## config.mk

```make
export PLATFORM = sky130hd
export DESIGN_NAME = alu_result_shifter_flat
export DESIGN_NICKNAME = d
export VERILOG_FILES = /design/src/rtl/alu_pkg.sv /design/src/rtl/alu_result_shifter_if.sv /design/src/rtl/alu_result_shifter_shift_step.sv /design/src/rtl/alu_result_shifter.sv /design/src/flat_wrapper.sv
export SDC_FILE = /design/constraint.sdc
export NUM_CORES = 1
export LEC_CHECK = 0
export ABC_AREA = 1
export CORE_AREA = 5 5 51 53
export DETAILED_ROUTE_END_ITERATION = 10
export DIE_AREA = 0 0 56 58
export GPL_ROUTABILITY_DRIVEN = 1
export PLACE_DENSITY = 0.75
export SETUP_SLACK_MARGIN = 0.05
export SYNTH_ARGS = -nofsm -noshare
export SYNTH_HDL_FRONTEND = slang
export SYNTH_SLANG_ARGS = --single-unit
```

## constraint.sdc

```tcl
create_clock -name clk -period 1.2 [get_ports clk]
set_input_delay 0.18 -clock clk [delete_from_list [all_inputs] [get_ports clk]]
set_output_delay 0.18 -clock clk [all_outputs]
set_load 0.02 [all_outputs]
```

## src/rtl/alu_pkg.sv

```systemverilog
// Shared definitions for the ALU result stage: shift-op codes, FSM states, default widths.
package alu_pkg;

    localparam int WIDTH = 4;
    localparam int CNT_W = 2;

    localparam logic [1:0] SH_PASS = 2'b00;
    localparam logic [1:0] SH_SHR  = 2'b01;
    localparam logic [1:0] SH_SHL  = 2'b10;
    localparam logic [1:0] SH_OP3  = 2'b11;

    typedef enum logic [1:0] {
        IDLE  = 2'b00,
        SHIFT = 2'b01,
        DONE  = 2'b10
    } state_t;

endpackage

```

## src/rtl/alu_result_shifter_if.sv

```systemverilog
// Valid/ready bundle between the ALU, the result shifter and its consumer.
interface alu_result_shifter_if #(
    parameter int WIDTH = alu_pkg::WIDTH,
    parameter int CNT_W = alu_pkg::CNT_W
);
    logic             in_valid;
    logic             in_ready;
    logic [WIDTH-1:0] alu_word;
    logic             alu_cout;
    logic [1:0]       shift_op;
    logic [CNT_W-1:0] shift_cnt;
    logic             out_valid;
    logic             out_ready;
    logic [WIDTH-1:0] result;
    logic             flag_c;
    logic             flag_z;
    logic             flag_s;
    logic             busy;

    modport master (
        output in_valid, alu_word, alu_cout, shift_op, shift_cnt, out_ready,
        input  in_ready, out_valid, result, flag_c, flag_z, flag_s, busy
    );

    modport slave (
        input  in_valid, alu_word, alu_cout, shift_op, shift_cnt, out_ready,
        output in_ready, out_valid, result, flag_c, flag_z, flag_s, busy
    );
endinterface

```

## src/rtl/alu_result_shifter_shift_step.sv

```systemverilog
// Combinational single-bit shifter. Op 11 is rotate-through-carry when SHIFT_ROTATE_EN
// is defined, arithmetic shift right otherwise.
module shift_step
    import alu_pkg::*;
#(
    parameter int WIDTH = alu_pkg::WIDTH
) (
    input  logic [WIDTH-1:0] acc,
    input  logic             c_in,
    input  logic [1:0]       op,
    output logic [WIDTH-1:0] acc_next,
    output logic             c_next
);

    always_comb begin
        acc_next = acc;
        c_next   = c_in;
        case (op)
            SH_SHR: begin
                acc_next = {1'b0, acc[WIDTH-1:1]};
                c_next   = acc[0];
            end
            SH_SHL: begin
                acc_next = {acc[WIDTH-2:0], 1'b0};
                c_next   = acc[WIDTH-1];
            end
            SH_OP3: begin
`ifdef SHIFT_ROTATE_EN
                acc_next = {c_in, acc[WIDTH-1:1]};
`else
                acc_next = {acc[WIDTH-1], acc[WIDTH-1:1]};
`endif
                c_next   = acc[0];
            end
            default: begin
                acc_next = acc;
                c_next   = c_in;
            end
        endcase
    end

endmodule

```

## src/rtl/alu_result_shifter.sv

```systemverilog
// ALU result stage: captures word/carry, shifts one bit per clock, then presents result and
// C/Z/S flags until the consumer accepts. Op 11 behaviour selected by SHIFT_ROTATE_EN.
module alu_result_shifter
    import alu_pkg::*;
#(
    parameter int WIDTH = alu_pkg::WIDTH,
    parameter int CNT_W = alu_pkg::CNT_W
) (
    input  logic                clk,
    input  logic                rst_n,
    alu_result_shifter_if.slave bus
);

    state_t           state;
    state_t           next_state;
    logic [WIDTH-1:0] acc;
    logic             c_reg;
    logic [CNT_W-1:0] cnt;
    logic [1:0]       op;
    logic             flag_c_q;
    logic             flag_z_q;
    logic             flag_s_q;

    logic [WIDTH-1:0] step_acc;
    logic             step_c;
    logic [WIDTH-1:0] fin_acc;
    logic             fin_c;
    logic             enter_done;
    logic             accept;

    shift_step #(.WIDTH(WIDTH)) u_step (
        .acc      (acc),
        .c_in     (c_reg),
        .op       (op),
        .acc_next (step_acc),
        .c_next   (step_c)
    );

    always_ff @(posedge clk) begin
        if (!rst_n) state <= IDLE;
        else        state <= next_state;
    end

    always_comb begin
        next_state = state;
        case (state)
            IDLE: begin
                if (bus.in_valid)
                    next_state = (bus.shift_op == SH_PASS || bus.shift_cnt == '0) ? DONE : SHIFT;
            end
            SHIFT: begin
                if (cnt == CNT_W'(1)) next_state = DONE;
            end
            DONE: begin
                if (bus.out_ready) next_state = IDLE;
            end
            default: next_state = IDLE;
        endcase
    end

    always_comb begin
        bus.in_ready  = (state == IDLE);
        bus.out_valid = (state == DONE);
        bus.busy      = (state != IDLE);
    end

    assign accept     = (state == IDLE) && bus.in_valid;
    assign enter_done = (state != DONE) && (next_state == DONE);
    // Flags come from whatever acc/carry will be on entry to DONE: raw ALU values on a
    // direct pass, or the output of the last shift step.
    assign fin_acc    = (state == IDLE) ? bus.alu_word : step_acc;
    assign fin_c      = (state == IDLE) ? bus.alu_cout : step_c;

    always_ff @(posedge clk) begin
        if (!rst_n) begin
            acc      <= '0;
            c_reg    <= 1'b0;
            cnt      <= '0;
            op       <= SH_PASS;
            flag_c_q <= 1'b0;
            flag_z_q <= 1'b0;
            flag_s_q <= 1'b0;
        end else begin
            if (accept) begin
                acc   <= bus.alu_word;
                c_reg <= bus.alu_cout;
                op    <= bus.shift_op;
                cnt   <= bus.shift_cnt;
            end else if (state == SHIFT) begin
                acc   <= step_acc;
                c_reg <= step_c;
                cnt   <= cnt - 1'b1;
            end
            if (enter_done) begin
                flag_c_q <= fin_c;
                flag_z_q <= (fin_acc == '0);
                flag_s_q <= fin_acc[WIDTH-1];
            end
        end
    end

    assign bus.result = acc;
    assign bus.flag_c = flag_c_q;
    assign bus.flag_z = flag_z_q;
    assign bus.flag_s = flag_s_q;

endmodule

```

## src/flat_wrapper.sv

```systemverilog
// flat-port wrapper written by rule: the top's interface ports become plain ports
module alu_result_shifter_flat import alu_pkg::*;
#(
    parameter int WIDTH = alu_pkg::WIDTH,
    parameter int CNT_W = alu_pkg::CNT_W
)
  (clk, rst_n, bus_in_valid, bus_alu_word, bus_alu_cout, bus_shift_op, bus_shift_cnt, bus_out_ready, bus_in_ready, bus_out_valid, bus_result, bus_flag_c, bus_flag_z, bus_flag_s, bus_busy);
  alu_result_shifter_if #(.WIDTH(WIDTH), .CNT_W(CNT_W)) bus_i ();
  input  logic clk;
  input  logic rst_n;
  input wire logic [$bits(bus_i.in_valid)-1:0] bus_in_valid;
  input wire logic [$bits(bus_i.alu_word)-1:0] bus_alu_word;
  input wire logic [$bits(bus_i.alu_cout)-1:0] bus_alu_cout;
  input wire logic [$bits(bus_i.shift_op)-1:0] bus_shift_op;
  input wire logic [$bits(bus_i.shift_cnt)-1:0] bus_shift_cnt;
  input wire logic [$bits(bus_i.out_ready)-1:0] bus_out_ready;
  output wire logic [$bits(bus_i.in_ready)-1:0] bus_in_ready;
  output wire logic [$bits(bus_i.out_valid)-1:0] bus_out_valid;
  output wire logic [$bits(bus_i.result)-1:0] bus_result;
  output wire logic [$bits(bus_i.flag_c)-1:0] bus_flag_c;
  output wire logic [$bits(bus_i.flag_z)-1:0] bus_flag_z;
  output wire logic [$bits(bus_i.flag_s)-1:0] bus_flag_s;
  output wire logic [$bits(bus_i.busy)-1:0] bus_busy;
  assign bus_i.in_valid = bus_in_valid;
  assign bus_i.alu_word = bus_alu_word;
  assign bus_i.alu_cout = bus_alu_cout;
  assign bus_i.shift_op = bus_shift_op;
  assign bus_i.shift_cnt = bus_shift_cnt;
  assign bus_i.out_ready = bus_out_ready;
  assign bus_in_ready = bus_i.in_ready;
  assign bus_out_valid = bus_i.out_valid;
  assign bus_result = bus_i.result;
  assign bus_flag_c = bus_i.flag_c;
  assign bus_flag_z = bus_i.flag_z;
  assign bus_flag_s = bus_i.flag_s;
  assign bus_busy = bus_i.busy;
  alu_result_shifter #(.WIDTH(WIDTH), .CNT_W(CNT_W)) u_core (.clk(clk), .rst_n(rst_n), .bus(bus_i));
endmodule
```

## Word level (Yosys, flattened, before mapping)

Cells that the tools add are included.

| storage, ports and cells | value |
|---|---|
| register bits | 14 |
| bits of input ports | 13 |
| output and inout bits | 10 |
| logic and storage cells | 42 |

| cells by class | value |
|---|---|
| $add $sub $neg | 1 |
| equality and inequality tests | 8 |
| muxes and demuxes | 15 |
| reduce and logical (&&, ||, !) cells | 10 |

Operators with widths:

| cell | count |
|---|---|
| two-way mux 2 bit | 6 |
| two-way mux 4 bit | 3 |
| case mux 4 bit (3 select lines) | 1 |
| == test 2 bit (second input constant) | 4 |
| == test 2 x 1 -> 1 bit (second input constant) | 3 |
| logical NOT 2 bit | 3 |
| case mux 2 bit (3 select lines) | 1 |
| logical NOT 4 bit | 1 |
| nonzero test 2 bit | 2 |
| two-way mux 1 bit | 3 |
| logical AND 1 bit | 2 |
| != test 2 bit (second input constant) | 1 |
| case mux 1 bit (2 select lines) | 1 |
| OR reduction 2 bit | 1 |
| subtractor 2 x 1 -> 2 bit (second input constant) | 1 |
| logical OR 1 bit | 1 |

## Longest topological paths before layout

Gate-level depths: netlist of the first run.

| depth | value |
|---|---|
| depth in word-level cells | 7 |
| depth in mapped cells | 10 |
| depth with buffers taken out | 10 |

## Modules after synthesis

Synthesis of the first run repeated with hierarchy kept, for this count alone.

| unflattened totals | value |
|---|---|
| cell total of the unflattened synthesis | 126 |
| area total of the unflattened synthesis | 820.8 µm² |

Modules (own cells, without submodules):

| module | times used | cells an instance | area each (µm²) | sequential area each (µm²) |
|---|---|---|---|---|
| alu_result_shifter | 1 | 105 | 723.2 | 280.3 |
| shift_step | 1 | 21 | 97.6 | 0.0 |

## Worst setup path before layout of the first run

No wires, ideal clock.

| path | value |
|---|---|
| path type | register to register |
| start | register u_core.state[1] |
| end | register u_core.flag_z_q (netlist: u_core.bus.flag_z) |
| setup time | 0.069 ns |
| arrival | 1.131 ns |
| required time | 1.131 ns |
| slack | 0.001 ns |
| stages on the path, launching flop included | 10 |
| cells stage by stage | dfxtp_1 -> inv_2 -> nand2_4 -> nor2_8 -> nand2_4 -> nand2_2 -> nand2_2 -> nor2_2 -> nand2_1 -> a21oi_2 |

| on the way | value |
|---|---|
| longest elaborated chain between the ends | 4 |
| elaborated cells between the ends (all ways) | 12 |
| classes of those cells | 4 x eq/ne; 5 x mux; 3 x reduce/logical |

RTL lines:

| element | RTL line | text |
|---|---|---|
| start: declaration | alu_result_shifter.sv:14 | `state_t state;` |
| start signal: assignment | alu_result_shifter.sv:41 | `else state <= next_state;` |
| == test 2 bit, or another cell as far along | alu_result_shifter.sv:46 | `case (state)` |
| case mux 2 bit (3 select lines) | alu_result_shifter.sv:46 |  |
| == test 2 bit | alu_result_shifter.sv:68 | `assign enter_done = (state != DONE) && (next_state == DONE);` |
| logical AND 1 bit | alu_result_shifter.sv:68 |  |
| end signal: assignment | alu_result_shifter.sv:96 | `flag_z_q <= (fin_acc == '0);` |
| end: declaration | alu_result_shifter.sv:21 | `logic flag_z_q;` |

Parallel ways exist; a longest one is shown, timed or not.
A chain may end at the register's enable or synchronous reset.

## Worst setup path in the final report of the first run

| path | value |
|---|---|
| start | register u_core.state[0] |
| end | register u_core.flag_s_q (netlist: u_core.bus.flag_s) |

| on the way | value |
|---|---|
| longest elaborated chain between the ends | 4 |
| elaborated cells between the ends (all ways) | 11 |
| classes of those cells | 4 x eq/ne; 5 x mux; 2 x reduce/logical |

RTL lines:

| element | RTL line | text |
|---|---|---|
| == test 2 bit, or another cell as far along | alu_result_shifter.sv:46 |  |
| case mux 2 bit (3 select lines) | alu_result_shifter.sv:46 |  |
| == test 2 bit | alu_result_shifter.sv:68 |  |
| logical AND 1 bit | alu_result_shifter.sv:68 |  |
| end signal: assignment | alu_result_shifter.sv:97 | `flag_s_q <= fin_acc[WIDTH-1];` |
| end: declaration | alu_result_shifter.sv:22 | `logic flag_s_q;` |

Parallel ways exist; a longest one is shown, timed or not.

==> flow_metrics.py, run 1 <==
metrics = {
    "status": {
        "outcome": "finished, violations left",
        "failed_checks": "negative setup slack",
    },
    "timing": {
        "maxClockFrequency_mhz": 761.2,
        "max_slew_margin_pct": 83.14,
        "tightestPinTransition_ps": 251.7,
        "timing.final.ws_setup_ps": -113.6,
        "period_minus_slack_ps": 1314,
        "timing.final.max_slew_violations": 0,
        "worst_hold_slack_ps": 481.2,
        "setup_violations": 11,
        "final.setup.tns_ps": -485.4,
        "clock_skew_ps": 1.978,
        "rsz0062_at_grt": "true",
        "fin_crit_sh_pct": 109.5,
        "final_hold_fails": 0,
    },
    "yosys": {
        "syn_inst": 124,
        "synth_seq_area_share_pct": 34.73,
        "synth_area_per_cell_um2": 6.508,
        "yosys_warnings": 0,
        "postSynthRegisterBits": 14,
        "synth.cell_area_um2": 807.0,
        "synthDistinctLibCells": 24,
        "postSynthNetCount": 138,
    },
    "power_and_ir_drop": {
        "max-vdd-ir-drop_v": 0.0006045,
        "p_total_uw": 1517,
        "leakagePower_uw": 0.0006581,
        "power-per-cell-area_mw_per_mm2": 1100,
    },
    "drt": {
        "wl_per_cell_um": 13.20,
        "overall_via_count_from_detail_route": 997,
        "detail-route-antenna-nets": 0,
        "number_of_search_and_repair_iterations_in_the_first_detailed_routing_pass": 4,
        "via_per_inst": 4.887,
        "drt_wl_total_um": 2692,
        "drt_initial_violations": 30,
        "drc": 0,
    },
    "placed_design": {
        "pre_cts_slack_ps": -271.8,
        "finalWeightedCongestion": 0.8644,
        "dp.final_hpwl_um": 1913,
        "buffers_added_on_ports": 22,
    },
    "finish": {
        "flip_flop_count_of_the_largest_register_after_layout": 4,
        "antenna_cells_inserted": 0,
        "final_layout_size_suffix_gt1_share_pct": 42.05,
        "nets": 192,
        "layout.cells.most_common_list": "33 x sky130_fd_sc_hd__nand2_1, 26 x sky130_fd_sc_hd__buf_4, 13 x sky130_fd_sc_hd__inv_1, 12 x sky130_fd_sc_hd__clkdlybuf4s50_1",
        "mostFrequentLayoutCell": "sky130_fd_sc_hd__nand2_1",
        "area_delta_synth_final_pct": 70.85,
    },
    "hold_path": {
        "min_path_type": "primary input to flop",
    },
    "clock_tree": {
        "cts-root-to-sink-buffers": 2,
        "clk-insertion-delay-late_ps": 290,
        "ctsHtreeMaxLevel": 1,
        "cts_sinks": 14,
        "clk_tree_root_cell": "sky130_fd_sc_hd__clkbuf_4",
        "tritoncts": "yes",
        "path_clk_slew_ps": 90,
        "cts_hold_repair.buffers": 0,
        "num_cts_buffers": 3,
    },
    "worst_setup_path": {
        "crit_required_ps": 1390,
        "critical_path_peak_fanout": 4,
        "critical_path.startpoint_type": "flop",
        "worstSetupPathType": "flop to flop",
        "worstPathArrival_ps": 1500,
        "crit_path_end_kind": "flop",
    },
    "flow_run": {
        "max_cap_violations": 0,
    },
    "die": {
        "die_height_um": 58,
        "core_area_mm2": 0.002106,
        "initial_standard_cell_utilization_of_the_core_pct": 38.32,
        "io_pins": 23,
        "dieArea_mm2": 0.003248,
        "fp.dieW_um": 56,
        "site_row_count": 17,
    },
    "global_route": {
        "grt_max_degree": 10,
        "gr-usage-all-layers_pct": 17.52,
        "via_count_of_the_first_global_routing_pass": 990,
        "grt_antenna_before_repair": 0,
        "total_congestion_overflow_after_global_routing": 0,
        "global_route_wire_length_before_repair_um": 4429,
    },
}
synth_stat cells, drive strengths merged:
cell type	number	area [um2]
nand2	42	177.7
inv	19	71.32
dfxtp	14	280.3
nor2	12	63.82
nand3	10	50.05
a21oi	8	43.79
o21ai	4	20.02
a31oi	3	18.77
clkinv	2	8.750
nor3	2	10.01
o211ai	2	15.01
a211oi	1	7.510
clkbuf	1	5.000
ha	1	12.51
o21a	1	7.510
o221ai	1	8.760
o22ai	1	6.260
routing by layer:
layer  up-vias  wire length (um)  global-route usage (%)
met3         9               149                   3.341
met5         -                 0                       0
met4         0               104                   10.85
met1       449              1026                   17.71
li1        502                 -                       -
met2        37              1411                   33.06
worst paths after layout:
| path | slack (ps) | cells after the start | startpoint | to |
|---|---|---|---|---|
| min reg2reg | 490 | 2 | u_core.bus.flag_z$_SDFFE_PN0P_ | u_core.bus.flag_z$_SDFFE_PN0P_ |
| max | -110 | 10 | u_core.state[0]$_SDFF_PN0_ | u_core.bus.flag_s$_SDFFE_PN0P_ |
| max reg2reg | -110 | 10 | u_core.state[0]$_SDFF_PN0_ | u_core.bus.flag_s$_SDFFE_PN0P_ |
| min | 480 | 3 | bus_alu_word[2] | u_core.bus.result[2]$_SDFFE_PN0P_ |
layout make-up:
class                   instances  area (um2)
fillers                       166       726.9
multi-input cells              88       529.3
repair buffers                 50       411.6
flip-flops and latches         14       289.0
inverters                      21       91.34
well taps                      28       35.03
clock buffers                   3       22.52
through the flow:
step / util [%] / area [um2] / instances
6_report: 65.48 / 1379 / 204
5_1_grt: 65.48 / 1379 / 204
4_1_cts: 64.77 / 1364 / 201
3_5_place_dp: 58.41 / 1230 / 195
3_3_place_gp: 58.41 / 1230 / 195
2_1_floorplan: - / 814.5 / 124
kinds of logic after synthesis:
| logic type | synth area share [%] |
|---|---|
| buffers and inverters | 10.54 |
| flip-flops | 34.73 |
| AND/OR/NAND/NOR | 37.37 |
| AO/OA/AOI/OAI | 15.81 |
| adder cells (fa/ha/maj) | 1.550 |
worst max-delay path: stages, from the launching register on:
cell and delay, ps:
sky130_fd_sc_hd__dfxtp_4 360, sky130_fd_sc_hd__clkinv_4 60, sky130_fd_sc_hd__nand2_4 50, sky130_fd_sc_hd__buf_6 120, sky130_fd_sc_hd__nor2_8 140, sky130_fd_sc_hd__nand2_4 70
sky130_fd_sc_hd__nand2_4 80, sky130_fd_sc_hd__nand2_4 70, sky130_fd_sc_hd__nor2_4 100, sky130_fd_sc_hd__buf_4 110, sky130_fd_sc_hd__nor3_2 30
repair_timing:
| item | 4_1_cts | 5_1_grt |
|---|---|---|
| buffers inserted | 4 | 3 |
| pin swaps | 6 | 9 |
| endpoints found under the setup margin | 22 | 22 |
| hold endpoints to repair | 0 | 0 |
| gates resized for setup | 52 | 21 |
power breakdown:
group / internal (uW) / switching, uW / total, uW
clock network: 117 / 162 / 279
logic: 317 / 358 / 675
registers: 518 / 45.2 / 563
Power figures use the tool's default switching activity.
==> inputs of run 2 (changes only) <==
--- a/config.mk
+++ b/config.mk
@@ -6,6 +6,7 @@
 export NUM_CORES = 1
 export LEC_CHECK = 0
 export ABC_AREA = 1
+export CAP_MARGIN = 20
 export CORE_AREA = 5 5 51 53
 export DETAILED_ROUTE_END_ITERATION = 10
 export DIE_AREA = 0 0 56 58
==> results of run 2 <==
Same layout as run 1: the final DEF is identical, and so are final timing and power.
